**config.mk**
```make
export PLATFORM = sky130hd
export DESIGN_NAME = bp_be_fe_queue_buffer
export DESIGN_NICKNAME = d
export VERILOG_FILES = /design/src/rtl/bp_be_fe_queue_buffer_pkg.sv /design/src/rtl/bp_be_fe_queue_buffer_ptr.sv /design/src/rtl/bp_be_fe_queue_buffer.sv
export SDC_FILE = /design/constraint.sdc
export NUM_CORES = 1
export LEC_CHECK = 0
export CORE_ASPECT_RATIO = 1.2
export CORE_UTILIZATION = 61
export CTS_BUF_LIST = sky130_fd_sc_hd__clkbuf_2
export DETAILED_ROUTE_END_ITERATION = 12
export PLACE_DENSITY = 0.79
export SYNTH_ARGS = -nofsm -noshare
export SYNTH_HDL_FRONTEND = slang
export SYNTH_HIERARCHICAL = 1
export SYNTH_SLANG_ARGS = --single-unit
```
**constraint.sdc**
```tcl
create_clock -name clk_i -period 6.25 [get_ports clk_i]
set_clock_uncertainty 0.15 [all_clocks]
set_input_delay 1.25 -clock clk_i [delete_from_list [all_inputs] [get_ports clk_i]]
set_output_delay 1.25 -clock clk_i [all_outputs]
set_load 0.02 [all_outputs]
```
**src/rtl/bp_be_fe_queue_buffer_pkg.sv**
```systemverilog
// Shared definitions for the backend FE-queue buffer: entry width helper and
// pointer-update operation encoding.
package bp_be_fe_queue_buffer_pkg;

    localparam int unsigned fe_msg_type_width_lp = 2;

    // An FE queue entry carries a virtual address, branch metadata and a message type.
    function automatic int unsigned bp_fe_queue_width(input int unsigned vaddr_w,
                                                      input int unsigned meta_w);
        return vaddr_w + meta_w + fe_msg_type_width_lp;
    endfunction

    typedef enum logic [1:0] {
        e_ptr_hold = 2'd0,
        e_ptr_inc  = 2'd1,
        e_ptr_load = 2'd2
    } ptr_op_e;

endpackage

```
**src/rtl/bp_be_fe_queue_buffer_ptr.sv**
```systemverilog
// Wrap-bit pointer counter: load has priority over increment; natural overflow
// of the extra MSB provides the wrap bit.
module bp_be_fe_queue_ptr
    import bp_be_fe_queue_buffer_pkg::*;
#(
    parameter int ptr_width_p = 4
) (
    input  logic                   clk_i,
    input  logic                   reset_n_i,
    input  logic                   inc_i,
    input  logic                   load_i,
    input  logic [ptr_width_p-1:0] load_val_i,
    output logic [ptr_width_p-1:0] ptr_o
);

    logic [ptr_width_p-1:0] r_ptr;
    ptr_op_e                w_op;

    // Select this cycle's pointer operation
    always_comb begin
        w_op = e_ptr_hold;
        if (load_i) begin
            w_op = e_ptr_load;
        end else if (inc_i) begin
            w_op = e_ptr_inc;
        end else begin
            w_op = e_ptr_hold;
        end
    end

    // Pointer register with synchronous active-low reset
    always_ff @(posedge clk_i) begin
        if (!reset_n_i) begin
            r_ptr <= '0;
        end else begin
            case (w_op)
                e_ptr_inc:  r_ptr <= r_ptr + ptr_width_p'(1);
                e_ptr_load: r_ptr <= load_val_i;
                default:    r_ptr <= r_ptr;
            endcase
        end
    end

    assign ptr_o = r_ptr;

endmodule

```
**src/rtl/bp_be_fe_queue_buffer.sv**
```systemverilog
// Backend FE-queue buffer with speculative dequeue: entries remain resident
// until committed, roll replays uncommitted entries, clr flushes everything.
module bp_be_fe_queue_buffer
    import bp_be_fe_queue_buffer_pkg::*;
#(
    parameter  int vaddr_width_p               = 16,
    parameter  int branch_metadata_fwd_width_p = 8,
    parameter  int els_p                       = 8,
    localparam int fe_queue_width_lp           = int'(bp_fe_queue_width(vaddr_width_p, branch_metadata_fwd_width_p)),
    localparam int ptr_width_lp                = $clog2(els_p) + 1
) (
    input  logic                         clk_i,
    input  logic                         reset_n_i,
    input  logic [fe_queue_width_lp-1:0] fe_queue_i,
    input  logic                         fe_queue_v_i,
    output logic                         fe_queue_ready_o,
    output logic [fe_queue_width_lp-1:0] fe_queue_o,
    output logic                         fe_queue_v_o,
    input  logic                         fe_queue_yumi_i,
    input  logic                         commit_i,
    input  logic                         roll_i,
    input  logic                         clr_i,
    output logic                         empty_o
);

    localparam int idx_width_lp = ptr_width_lp - 1;

    logic [fe_queue_width_lp-1:0] r_mem [els_p];

    logic [ptr_width_lp-1:0] w_wptr;
    logic [ptr_width_lp-1:0] w_rptr;
    logic [ptr_width_lp-1:0] w_cptr;
    logic [ptr_width_lp-1:0] w_cptr_next;
    logic [ptr_width_lp-1:0] w_rptr_load_val;
    logic                    w_full;
    logic                    w_ready;
    logic                    w_valid;
    logic                    w_enq;
    logic                    w_deq;
    logic                    w_commit;
    logic                    w_rptr_load;

    // Space is reclaimed only on commit, so fullness compares against cptr.
    assign w_full   = (w_wptr[idx_width_lp-1:0] == w_cptr[idx_width_lp-1:0])
                    & (w_wptr[idx_width_lp] != w_cptr[idx_width_lp]);
    assign w_ready  = ~w_full & ~clr_i;
    assign w_valid  = (w_rptr != w_wptr) & ~roll_i & ~clr_i;
    assign w_enq    = fe_queue_v_i & w_ready;
    assign w_deq    = fe_queue_yumi_i & w_valid;
    assign w_commit = commit_i & ~clr_i;

    // Roll target includes a same-cycle commit; clr rewinds everything to zero
    always_comb begin
        w_cptr_next     = w_cptr;
        w_rptr_load     = 1'b0;
        w_rptr_load_val = '0;
        if (w_commit) begin
            w_cptr_next = w_cptr + ptr_width_lp'(1);
        end else begin
            w_cptr_next = w_cptr;
        end
        if (clr_i) begin
            w_rptr_load     = 1'b1;
            w_rptr_load_val = '0;
        end else if (roll_i) begin
            w_rptr_load     = 1'b1;
            w_rptr_load_val = w_cptr_next;
        end else begin
            w_rptr_load     = 1'b0;
            w_rptr_load_val = '0;
        end
    end

    bp_be_fe_queue_ptr #(.ptr_width_p(ptr_width_lp)) u_wptr (
        .clk_i      (clk_i),
        .reset_n_i  (reset_n_i),
        .inc_i      (w_enq),
        .load_i     (clr_i),
        .load_val_i ({ptr_width_lp{1'b0}}),
        .ptr_o      (w_wptr)
    );

    bp_be_fe_queue_ptr #(.ptr_width_p(ptr_width_lp)) u_rptr (
        .clk_i      (clk_i),
        .reset_n_i  (reset_n_i),
        .inc_i      (w_deq),
        .load_i     (w_rptr_load),
        .load_val_i (w_rptr_load_val),
        .ptr_o      (w_rptr)
    );

    bp_be_fe_queue_ptr #(.ptr_width_p(ptr_width_lp)) u_cptr (
        .clk_i      (clk_i),
        .reset_n_i  (reset_n_i),
        .inc_i      (w_commit),
        .load_i     (clr_i),
        .load_val_i ({ptr_width_lp{1'b0}}),
        .ptr_o      (w_cptr)
    );

    // Entry storage: one write port, contents intentionally not reset
    always_ff @(posedge clk_i) begin
        if (reset_n_i && w_enq) begin
            r_mem[w_wptr[idx_width_lp-1:0]] <= fe_queue_i;
        end
    end

    assign fe_queue_o       = r_mem[w_rptr[idx_width_lp-1:0]];
    assign fe_queue_v_o     = w_valid;
    assign fe_queue_ready_o = w_ready;
    assign empty_o          = (w_wptr == w_cptr);

endmodule

```
* Word-level counts from Yosys, hierarchy flattened
Memory sizes are Yosys's and may differ from the RTL's. A register that Yosys moved wholly into a read port is not among the register bits. Cells that the tools add are included.
Word-level totals: memories 1, output and inout bits 29, register bits after elaboration 12, logic and storage cells 49, input bits 33, RAM bits 208
Operators by class: equal/unequal tests 10, multiplexer cells 18, reductions and logical operators 4, bitwise logic cells 10, add/sub/neg operators 3
Memory list:
- r_mem | words 8, width 26, rd ports 1, clocked after Yosys merged registers in 1, wr ports 1, RTL line bp_be_fe_queue_buffer.sv:28 | logic [fe_queue_width_lp-1:0] r_mem [els_p];
Operators with widths (number):
- case mux 4 bit (2 select lines) | 3
- adder 4 x 1 -> 4 bit, second input constant | 3
- two-way mux 4 bit | 3
- AND 1 bit | 7
- two-way mux 1 bit | 7
- equality test 2 x 1 -> 1 bit, second input constant | 3
- equality test 2 bit, second input constant | 3
- two-way mux 2 bit | 3
- two-way mux 3 bit | 2
- nonzero test 2 bit | 3
- equality test 4 bit | 1
- inequality test 4 bit | 1
- equality test 3 bit | 1
- inverter 1 bit | 3
- logical AND 1 bit | 1
- inequality test 1 bit | 1

* Logic depth before layout (Yosys ltp)
Gate-level depths: netlist of run 1.
depth after elaboration 10, depth in mapped cells 8, mapped depth without buffers 6

* Cells and area by module
Netlist of run 1, hierarchy kept.
Modules (own cells, without submodules):
- bp_be_fe_queue_buffer | times used 1, sequential area each 6246.0 um2, area each 8319.2 um2, cells an instance 347
- bp_be_fe_queue_ptr | times used 3, sequential area each 80.1 um2, area each 192.7 um2, cells an instance 22

* Worst setup path before layout of run 1
Ideal clock, no wire load.
kind input-to-reg, start input port reset_n_i, end memory r_mem[0][0] (netlist name) (enable), buffers on the path 0, data required time 5.625 ns, setup time 0.475 ns, arrival time 4.116 ns, stages 3, path slack 1.510 ns, path through nand2_1 or3_1 nor4_1
On the way: cells in the longest elaborated chain, start to end 3
Ends and longest elaborated chain:
- start, declared | RTL line bp_be_fe_queue_buffer.sv:13 | input logic reset_n_i,
- logical AND 1 bit | RTL line bp_be_fe_queue_buffer.sv:103 | if (reset_n_i && w_enq) begin
- two-way mux 1 bit | RTL line bp_be_fe_queue_buffer.sv:103
- two-way mux 1 bit (implied by the code) | RTL line bp_be_fe_queue_buffer.sv:104 | r_mem[w_wptr[idx_width_lp-1:0]] <= fe_queue_i;
- end, declared | RTL line bp_be_fe_queue_buffer.sv:28
Every way passes these cells.

==> results of run 1 <==
==> power by group through the flow <==
stage	Sequential (W)	Combinational (W)	Clock, W
2_1_floorplan	0.00167	0.000112	0
5_1_grt	0.00165	0.000207	0.000891
6_report	0.00164	0.000192	0.000787
4_1_cts	0.00164	0.000193	0.000812
3_3_place_gp	0.00168	0.000185	0
3_5_place_dp	0.00168	0.000192	0
==> flip-flops by register name, indices dropped and copies added, names as in the netlist <==
name / flops
u_rptr/ptr_o: 4
r_mem: 208
u_wptr/ptr_o: 4
u_cptr/ptr_o: 4
==> critical path: cells and delay by family, from the launching register on <==
family   cells  cell delay, ps
mux          2             860
buf+inv      2             940
flops        1            1060
==> stage by stage <==
step | setup slack [ps] | cell area, sq um | total power [W]
6_report | 1280 | 10200 | 0.00262
4_1_cts | 1180 | 10200 | 0.00265
3_5_place_dp | 1620 | 9780 | 0.00187
2_1_floorplan | 1510 | 8920 | 0.00178
5_1_grt | 1120 | 10200 | 0.00274
3_3_place_gp | 1650 | 9780 | 0.00186
==> metal layers <==
layer,track usage [%],wire length [um]
met1,28.2,6910
met5,0,0
met4,9.78,248
met2,39.2,8640
met3,3.89,560
==> synthesized netlist by cell type (all sizes together) <==
cell type,count
edfxtp,208
mux4,52
mux2,26
xor2,15
dfxtp,12
o21ai,12
nand2,11
buf,10
clkbuf,7
a21oi,6
and2,6
nor2,6
nor4,6
nand4,5
xnor2,5
ha,4
mux2i,4
nor3,4
inv,3
nand2b,2
nand4b,2
nor3b,2
conb,1
nor2b,1
nor4b,1
or2,1
or3,1
==> worst min-delay path by stage <==
stage,end,slack [ps],depth (start not counted)
2_1_floorplan,u_rptr/ptr_o[2],400,2
3_3_place_gp,u_rptr/ptr_o[3],420,2
3_5_place_dp,u_rptr/ptr_o[3],430,2
4_1_cts,u_rptr/ptr_o[3],460,2
5_1_grt,u_rptr/ptr_o[3],490,2
6_report,u_rptr/ptr_o[3],450,2
==> final cells by class <==
type | instances | area share [%]
diodes | 1 | 0.0246
clock buffers | 69 | 3.39
clock inverters | 14 | 0.541
inverters | 3 | 0.111
multi-input cells | 180 | 23.2
flip-flops and latches | 220 | 63.7
well taps | 175 | 2.15
repair buffers | 73 | 6.88
==> cells by family after synthesis <==
logic type,synth area share (%)
DFF,72.9
adders and majority gates,0.563
and+or+nand+nor,3.02
other,0.0421
muxes,19.1
xor gates and xnor gates,1.97
buffers and inverters,1.39
AOI/OAI and AO/OA,1.01
==> cell usage in the layout, fill, tap and decap left out <==
cell type	n
nor2_1	6
clkinv_2	2
o21ai_0	12
nand4b_1	2
dfxtp_1	9
clkbuf_2	69
a21oi_1	6
nor2b_1	1
nand2_1	11
nor4_2	5
mux4_1	52
clkinv_1	12
nor4b_1	1
nor3b_1	2
edfxtp_1	208
diode_2	1
and2_1	6
nand2b_1	2
buf_4	12
xnor2_1	5
mux2i_1	4
conb_1	8
or2_2	1
clkdlybuf4s50_1	61
dfxtp_2	3
or3_1	1
nor3_2	4
inv_1	3
nor4_1	1
xor2_1	15
mux2_2	26
nand4_1	5
ha_1	4
==> metrics.txt, run 1 <==
# TYPE chip_impl_metric gauge
chip_impl_info{name="cts-root-buf",value="clkbuf_2"} 1
chip_impl_metric{name="post_cts.repair.setup_buffers",unit=""} 0
chip_impl_metric{name="layout_min_cycle_time",unit="ps"} 4970
chip_impl_metric{name="grt_pass1_wl",unit="mm"} 24.9
chip_impl_metric{name="tightestPinTransition",unit="ps"} 1230
chip_impl_metric{name="power_frac_seq",unit="%"} 62.7
chip_impl_metric{name="timing.max_slew.rel_slack",unit="%"} 17.0
chip_impl_info{name="startpoint_type",value="flip-flop"} 1
chip_impl_metric{name="floorplan.core_area",unit="sq um"} 14300
chip_impl_metric{name="internal_power",unit="W"} 0.00202
chip_impl_info{name="hold_path_class",value="flip-flop to flip-flop"} 1
chip_impl_metric{name="synthesized_instance_count",unit=""} 413
chip_impl_metric{name="clock_tree.htree_level_count",unit=""} 2
chip_impl_metric{name="numPortBuffers",unit=""} 61
chip_impl_metric{name="setup_total_negative_slack",unit="ps"} 0
chip_impl_info{name="type_of_the_worst_setup_path",value="flip-flop to primary output"} 1
chip_impl_metric{name="worst-r2r-setup-slack",unit="ps"} 3190
chip_impl_info{name="worstPathCellList",value="buf_4 > mux4_1 > mux2_2 > clkdlybuf4s50_1"} 1
chip_impl_metric{name="initial_core_util",unit="%"} 62.2
chip_impl_metric{name="top_level_ports",unit=""} 62
chip_impl_metric{name="post_cts.resized_instances",unit=""} 0
chip_impl_metric{name="dp.cells",unit=""} 651
chip_impl_metric{name="grt_antenna_before_repair",unit=""} 1
chip_impl_metric{name="synthesis.area",unit="sq um"} 8900
chip_impl_metric{name="post_synth.cell_area_avg",unit="sq um"} 21.5
chip_impl_info{name="endpoint_kind",value="primary output"} 1
chip_impl_metric{name="r2r.worst_path.cells",unit=""} 4
chip_impl_metric{name="n_fill_cell",unit=""} 912
chip_impl_info{name="reg2reg_to",value="r_mem[1][24]"} 1
chip_impl_info{name="cts_tree",value="built"} 1
chip_impl_metric{name="detailedPlacementHpwl",unit="mm"} 9.02
chip_impl_info{name="worst_setup_ep",value="fe_queue_o[24]"} 1
chip_impl_metric{name="routed-via-count",unit=""} 4335
chip_impl_metric{name="p_comb_share",unit="%"} 7.3
chip_impl_metric{name="finalWeightedCongestion",unit=""} 0.815
chip_impl_metric{name="fmax",unit="MHz"} 201
chip_impl_metric{name="net-switching-power",unit="W"} 0.000605
chip_impl_metric{name="cts_inserted_buffers",unit=""} 48
chip_impl_metric{name="routed_via_density",unit=""} 5.90
chip_impl_metric{name="route.detailed.drc",unit=""} 4
chip_impl_info{name="slowest_stage",value="dfxtp_2"} 1
chip_impl_metric{name="syn2layout_area_growth",unit="%"} 14.4
chip_impl_info{name="synth_area_leaders",value="edfxtp_1 70%, mux4_1 15%, mux2_2 3.3%, dfxtp_1 2.7%, xor2_1 1.5%"} 1
chip_impl_metric{name="total_die_area",unit="sq um"} 15100
chip_impl_info{name="unrepaired_setup_endpoints_after_global_routing",value="no"} 1
chip_impl_metric{name="drt-pass1-iter-count",unit=""} 10
chip_impl_metric{name="worst-endpoint-arrival",unit="ps"} 3570
chip_impl_metric{name="cell_area_power_density",unit="nW/um^2"} 258
chip_impl_metric{name="area.sequential",unit="sq um"} 6490
chip_impl_metric{name="finish.cell_count_without_fillers",unit=""} 735
chip_impl_metric{name="final_nets",unit=""} 563
chip_impl_metric{name="synthesis.yosys.warnings",unit=""} 6
chip_impl_metric{name="clock_power_share",unit="%"} 30.0
chip_impl_metric{name="path_max_fanout",unit=""} 36
chip_impl_info{name="violations",value="design-rule violations"} 1
chip_impl_metric{name="multi_input_area",unit="sq um"} 2360
chip_impl_metric{name="timing.max_cap.violations",unit=""} 0
chip_impl_metric{name="switching_share",unit="%"} 23.1
chip_impl_metric{name="cp_data_required_time",unit="ps"} 4850
chip_impl_metric{name="die_width",unit="um"} 112
chip_impl_info{name="synth_area_leader_cell",value="edfxtp_1"} 1
chip_impl_metric{name="timing.final.hold_violations",unit=""} 0
chip_impl_info{name="timing.hold.worst.start",value="u_rptr/ptr_o[3]"} 1
chip_impl_metric{name="drv_slew",unit=""} 0
chip_impl_metric{name="die_y",unit="um"} 134
chip_impl_metric{name="holdBufCountCts",unit=""} 0
chip_impl_metric{name="cts.reportedPaths.clkPinSlew",unit="ps"} 100
chip_impl_metric{name="drt_first_iter_violations",unit=""} 206
chip_impl_metric{name="global_route.usage.total",unit="%"} 22.5
chip_impl_metric{name="post_route_cells_drive_above_1_share",unit="%"} 21.8
chip_impl_info{name="critical_path.reg2reg.startpoint",value="u_wptr/ptr_o[1]"} 1
chip_impl_metric{name="synth-seq-cells",unit=""} 220
chip_impl_metric{name="antenna_violating_nets_post_route",unit=""} 0
chip_impl_metric{name="insertion_delay",unit="ps"} 670
chip_impl_metric{name="grt_start_max_net_pins",unit=""} 56
chip_impl_metric{name="post_drt_wl_per_cell",unit="um"} 22.3
chip_impl_metric{name="power.ir.vdd_worst",unit="mV"} 0.164
chip_impl_metric{name="grt-ovfl-total",unit=""} 0
chip_impl_metric{name="vias_in_the_first_global_route",unit=""} 4690
chip_impl_metric{name="cts.sink_count",unit=""} 220
chip_impl_metric{name="final.period_utilization",unit="%"} 79.5
chip_impl_metric{name="setup-violations-final",unit=""} 0
chip_impl_metric{name="cpPeakStageDelay",unit="ps"} 1060
chip_impl_metric{name="finalCoreUtilization",unit="%"} 71.2
chip_impl_info{name="status",value="finished with violations"} 1
chip_impl_metric{name="fin_hold_ws",unit="ps"} 454
chip_impl_metric{name="synth-seq-area-share",unit="%"} 72.9
chip_impl_metric{name="floorplan.rows",unit=""} 48
chip_impl_metric{name="clock_tree.buffer_depth",unit=""} 3
chip_impl_metric{name="synthDistinctLibCells",unit=""} 30
chip_impl_info{name="crit_start",value="u_rptr/ptr_o[0]"} 1
chip_impl_metric{name="post-synth-top-area-fraction",unit="%"} 70.2
chip_impl_metric{name="p_leak",unit="nW"} 3.41
chip_impl_metric{name="wl",unit="mm"} 16.4
(Power assumes the default switching activity.)
==> run 2, diff against run 1 <==
==> constraint.sdc (replaced) <==
create_clock -name clk_i -period 4.94 [get_ports clk_i]
set_clock_uncertainty 0.15 [all_clocks]
set_input_delay 0.988 -clock clk_i [delete_from_list [all_inputs] [get_ports clk_i]]
set_output_delay 0.988 -clock clk_i [all_outputs]
set_load 0.02 [all_outputs]
==> run 2 against run 1 <==
The run still ends with design-rule violations left; routed wire length fell by 1.8%; die area did not move; first-iteration DRC count rose by 6.3%; power rose by 29%; clock power rose by 33%; flip-flop and latch count did not move; cell count rose by 1.6%; sequential power rose by 27%; utilization rose by 0.57 points; sequential share of layout area fell by 0.50 points; hold slack improved by 35 ps; critical path depth did not move.
==> metrics.txt, run 2 (synthesized netlist as in run 1, its figures left out) <==
# TYPE chip_impl_metric gauge
chip_impl_metric{name="power.ir.vdd_worst",unit="mV"} 0.186
chip_impl_metric{name="grt_pass1_wl",unit="mm"} 24.5
chip_impl_info{name="endpoint_kind",value="primary output"} 1
chip_impl_metric{name="floorplan.rows",unit=""} 48
chip_impl_metric{name="final_nets",unit=""} 569
chip_impl_metric{name="die_y",unit="um"} 134
chip_impl_metric{name="fmax",unit="MHz"} 223
chip_impl_metric{name="post_cts.resized_instances",unit=""} 0
chip_impl_metric{name="cp_data_required_time",unit="ps"} 3800
chip_impl_metric{name="timing.max_cap.violations",unit=""} 0
chip_impl_metric{name="detailedPlacementHpwl",unit="mm"} 9.18
chip_impl_metric{name="p_leak",unit="nW"} 3.46
chip_impl_metric{name="cpPeakStageDelay",unit="ps"} 810
chip_impl_metric{name="fin_hold_ws",unit="ps"} 489
chip_impl_info{name="worstPathCellList",value="buf_12 > mux4_1 > mux2_2 > clkdlybuf4s50_1"} 1
chip_impl_info{name="slowest_stage",value="dfxtp_2"} 1
chip_impl_metric{name="drv_slew",unit=""} 0
chip_impl_metric{name="finalWorstSetupSlack",unit="ps"} 460
chip_impl_metric{name="cts.reportedPaths.clkPinSlew",unit="ps"} 120
chip_impl_metric{name="finalWeightedCongestion",unit=""} 0.811
chip_impl_metric{name="timing.final.hold_violations",unit=""} 0
chip_impl_metric{name="insertion_delay",unit="ps"} 700
chip_impl_metric{name="setup_total_negative_slack",unit="ps"} 0
chip_impl_metric{name="setup-violations-final",unit=""} 0
chip_impl_metric{name="post_cts.repair.setup_buffers",unit=""} 0
chip_impl_metric{name="holdBufCountCts",unit=""} 0
chip_impl_metric{name="routed_via_density",unit=""} 5.93
chip_impl_metric{name="largest_register_ff_count",unit=""} 208
chip_impl_metric{name="routed-via-count",unit=""} 4427
chip_impl_info{name="mostFrequentLayoutCell",value="edfxtp_1"} 1
chip_impl_metric{name="path_max_fanout",unit=""} 36
chip_impl_metric{name="minimum_setup_slack_after_placement",unit="ps"} 1110
chip_impl_metric{name="grt_antenna_before_repair",unit=""} 1
chip_impl_info{name="worst_path_dominant_cell_family",value="multiplexers"} 1
chip_impl_metric{name="cts_inserted_buffers",unit=""} 50
chip_impl_metric{name="clock_tree.buffer_depth",unit=""} 3
chip_impl_info{name="status",value="finished with violations"} 1
chip_impl_metric{name="worst-endpoint-arrival",unit="ps"} 3340
chip_impl_metric{name="n_fill_cell",unit=""} 872
chip_impl_info{name="cts-root-buf",value="clkbuf_2"} 1
chip_impl_metric{name="r2r.worst_path.cells",unit=""} 7
chip_impl_metric{name="drt_first_iter_violations",unit=""} 219
chip_impl_metric{name="cts.sink_count",unit=""} 220
chip_impl_metric{name="final.period_utilization",unit="%"} 90.7
chip_impl_metric{name="global_route.usage.total",unit="%"} 22.0
chip_impl_metric{name="route.detailed.drc",unit=""} 4
chip_impl_metric{name="total_die_area",unit="sq um"} 15100
chip_impl_info{name="hold_path_class",value="flip-flop to flip-flop"} 1
chip_impl_metric{name="tightestPinTransition",unit="ps"} 839
chip_impl_metric{name="timing.max_slew.rel_slack",unit="%"} 44.1
chip_impl_metric{name="antenna_violating_nets_post_route",unit=""} 0
chip_impl_metric{name="finalPower",unit="W"} 0.00338
chip_impl_metric{name="finalCoreUtilization",unit="%"} 71.8
chip_impl_metric{name="top_level_ports",unit=""} 62
chip_impl_metric{name="post_route_cells_drive_above_1_share",unit="%"} 23.5
chip_impl_info{name="unrepaired_setup_endpoints_after_global_routing",value="no"} 1
chip_impl_metric{name="clock_tree.htree_level_count",unit=""} 2
chip_impl_info{name="type_of_the_worst_setup_path",value="flip-flop to primary output"} 1
chip_impl_info{name="cts_tree",value="built"} 1
chip_impl_metric{name="post_drt_wl_per_cell",unit="um"} 21.5
chip_impl_metric{name="drt-pass1-iter-count",unit=""} 10
chip_impl_metric{name="hold_path_cell_cnt",unit=""} 2
chip_impl_metric{name="cell_area_power_density",unit="nW/um^2"} 329
chip_impl_info{name="startpoint_type",value="flip-flop"} 1
chip_impl_metric{name="floorplan.core_area",unit="sq um"} 14300
chip_impl_metric{name="syn2layout_area_growth",unit="%"} 15.4
chip_impl_metric{name="grt-ovfl-total",unit=""} 0
chip_impl_metric{name="numPortBuffers",unit=""} 61
chip_impl_metric{name="crit_buf_inv",unit=""} 2
chip_impl_metric{name="critical_path_depth",unit=""} 4
chip_impl_metric{name="layout_min_cycle_time",unit="ps"} 4480
chip_impl_metric{name="vias_in_the_first_global_route",unit=""} 4661
chip_impl_metric{name="die_width",unit="um"} 112
chip_impl_metric{name="wl",unit="mm"} 16.1
chip_impl_metric{name="initial_core_util",unit="%"} 62.2
chip_impl_info{name="most-common-layout-cells",value="208 x edfxtp_1, 73 x clkbuf_2, 61 x clkdlybuf4s50_1, 52 x mux4_1, 26 x mux2_2"} 1
chip_impl_metric{name="grt_start_max_net_pins",unit=""} 37
chip_impl_info{name="violations",value="design-rule violations"} 1
-- run 2: changes by cell type in the layout (fill, tap and decap cells not counted) --
cell	before	now
buf_12	0	1
buf_4	12	15
clkbuf_2	69	73
clkinv_2	2	5
inv_2	0	1
-- run 2: path summary, 6_finish.rpt --
| check | from | endpoint | slack [ps] |
|---|---|---|---|
| worst min-delay path | u_wptr/ptr_o[3] | u_wptr/ptr_o[3] | 490 |
| worst max register to register | u_rptr/ptr_o[2] | u_rptr/ptr_o[3] | 2090 |
| worst min register to register | u_wptr/ptr_o[3] | u_wptr/ptr_o[3] | 490 |
| worst max-delay path | u_rptr/ptr_o[0] | fe_queue_o[1] | 460 |
-- run 2: final cells by class --
cell class / count / area (sq um) / share of cell area, %
Timing Repair Buffer: 77 / 743 / 7.24
Clock inverter: 18 / 73.8 / 0.719
Multi-Input combinational cell: 180 / 2360 / 23.0
Tap cell: 175 / 219 / 2.13
Inverter: 3 / 11.3 / 0.110
Antenna cell: 1 / 2.50 / 0.0244
Clock buffer: 73 / 365 / 3.56
Sequential cell: 220 / 6490 / 63.2
-- run 2: power breakdown --
group	total, W	switching [W]	leakage [nW]	internal, W
Sequential	0.00208	0.0000237	1.97	0.00206
Clock	0.00105	0.000655	0.346	0.000399
Combinational	0.000246	0.000119	1.14	0.000126
-- run 2: worst min-delay path: stages (launching register included) --
cell and delay (ps):
dfxtp_1 360, xor2_1 160, a21oi_1 70
-- run 2: metrics by stage --
step / instance area [sq um] / instances
2_1_floorplan: 8920 / 420
3_3_place_gp: 9820 / 655
3_5_place_dp: 9820 / 655
4_1_cts: 10300 / 746
5_1_grt: 10300 / 747
6_report: 10300 / 747
-- run 2: metal layers --
| metal | wire [um] | track usage [%] |
|---|---|---|
| met3 | 778 | 4.38 |
| met2 | 8740 | 38.7 |
| met5 | 0 | 0 |
| met4 | 272 | 9.78 |
| met1 | 6280 | 26.6 |
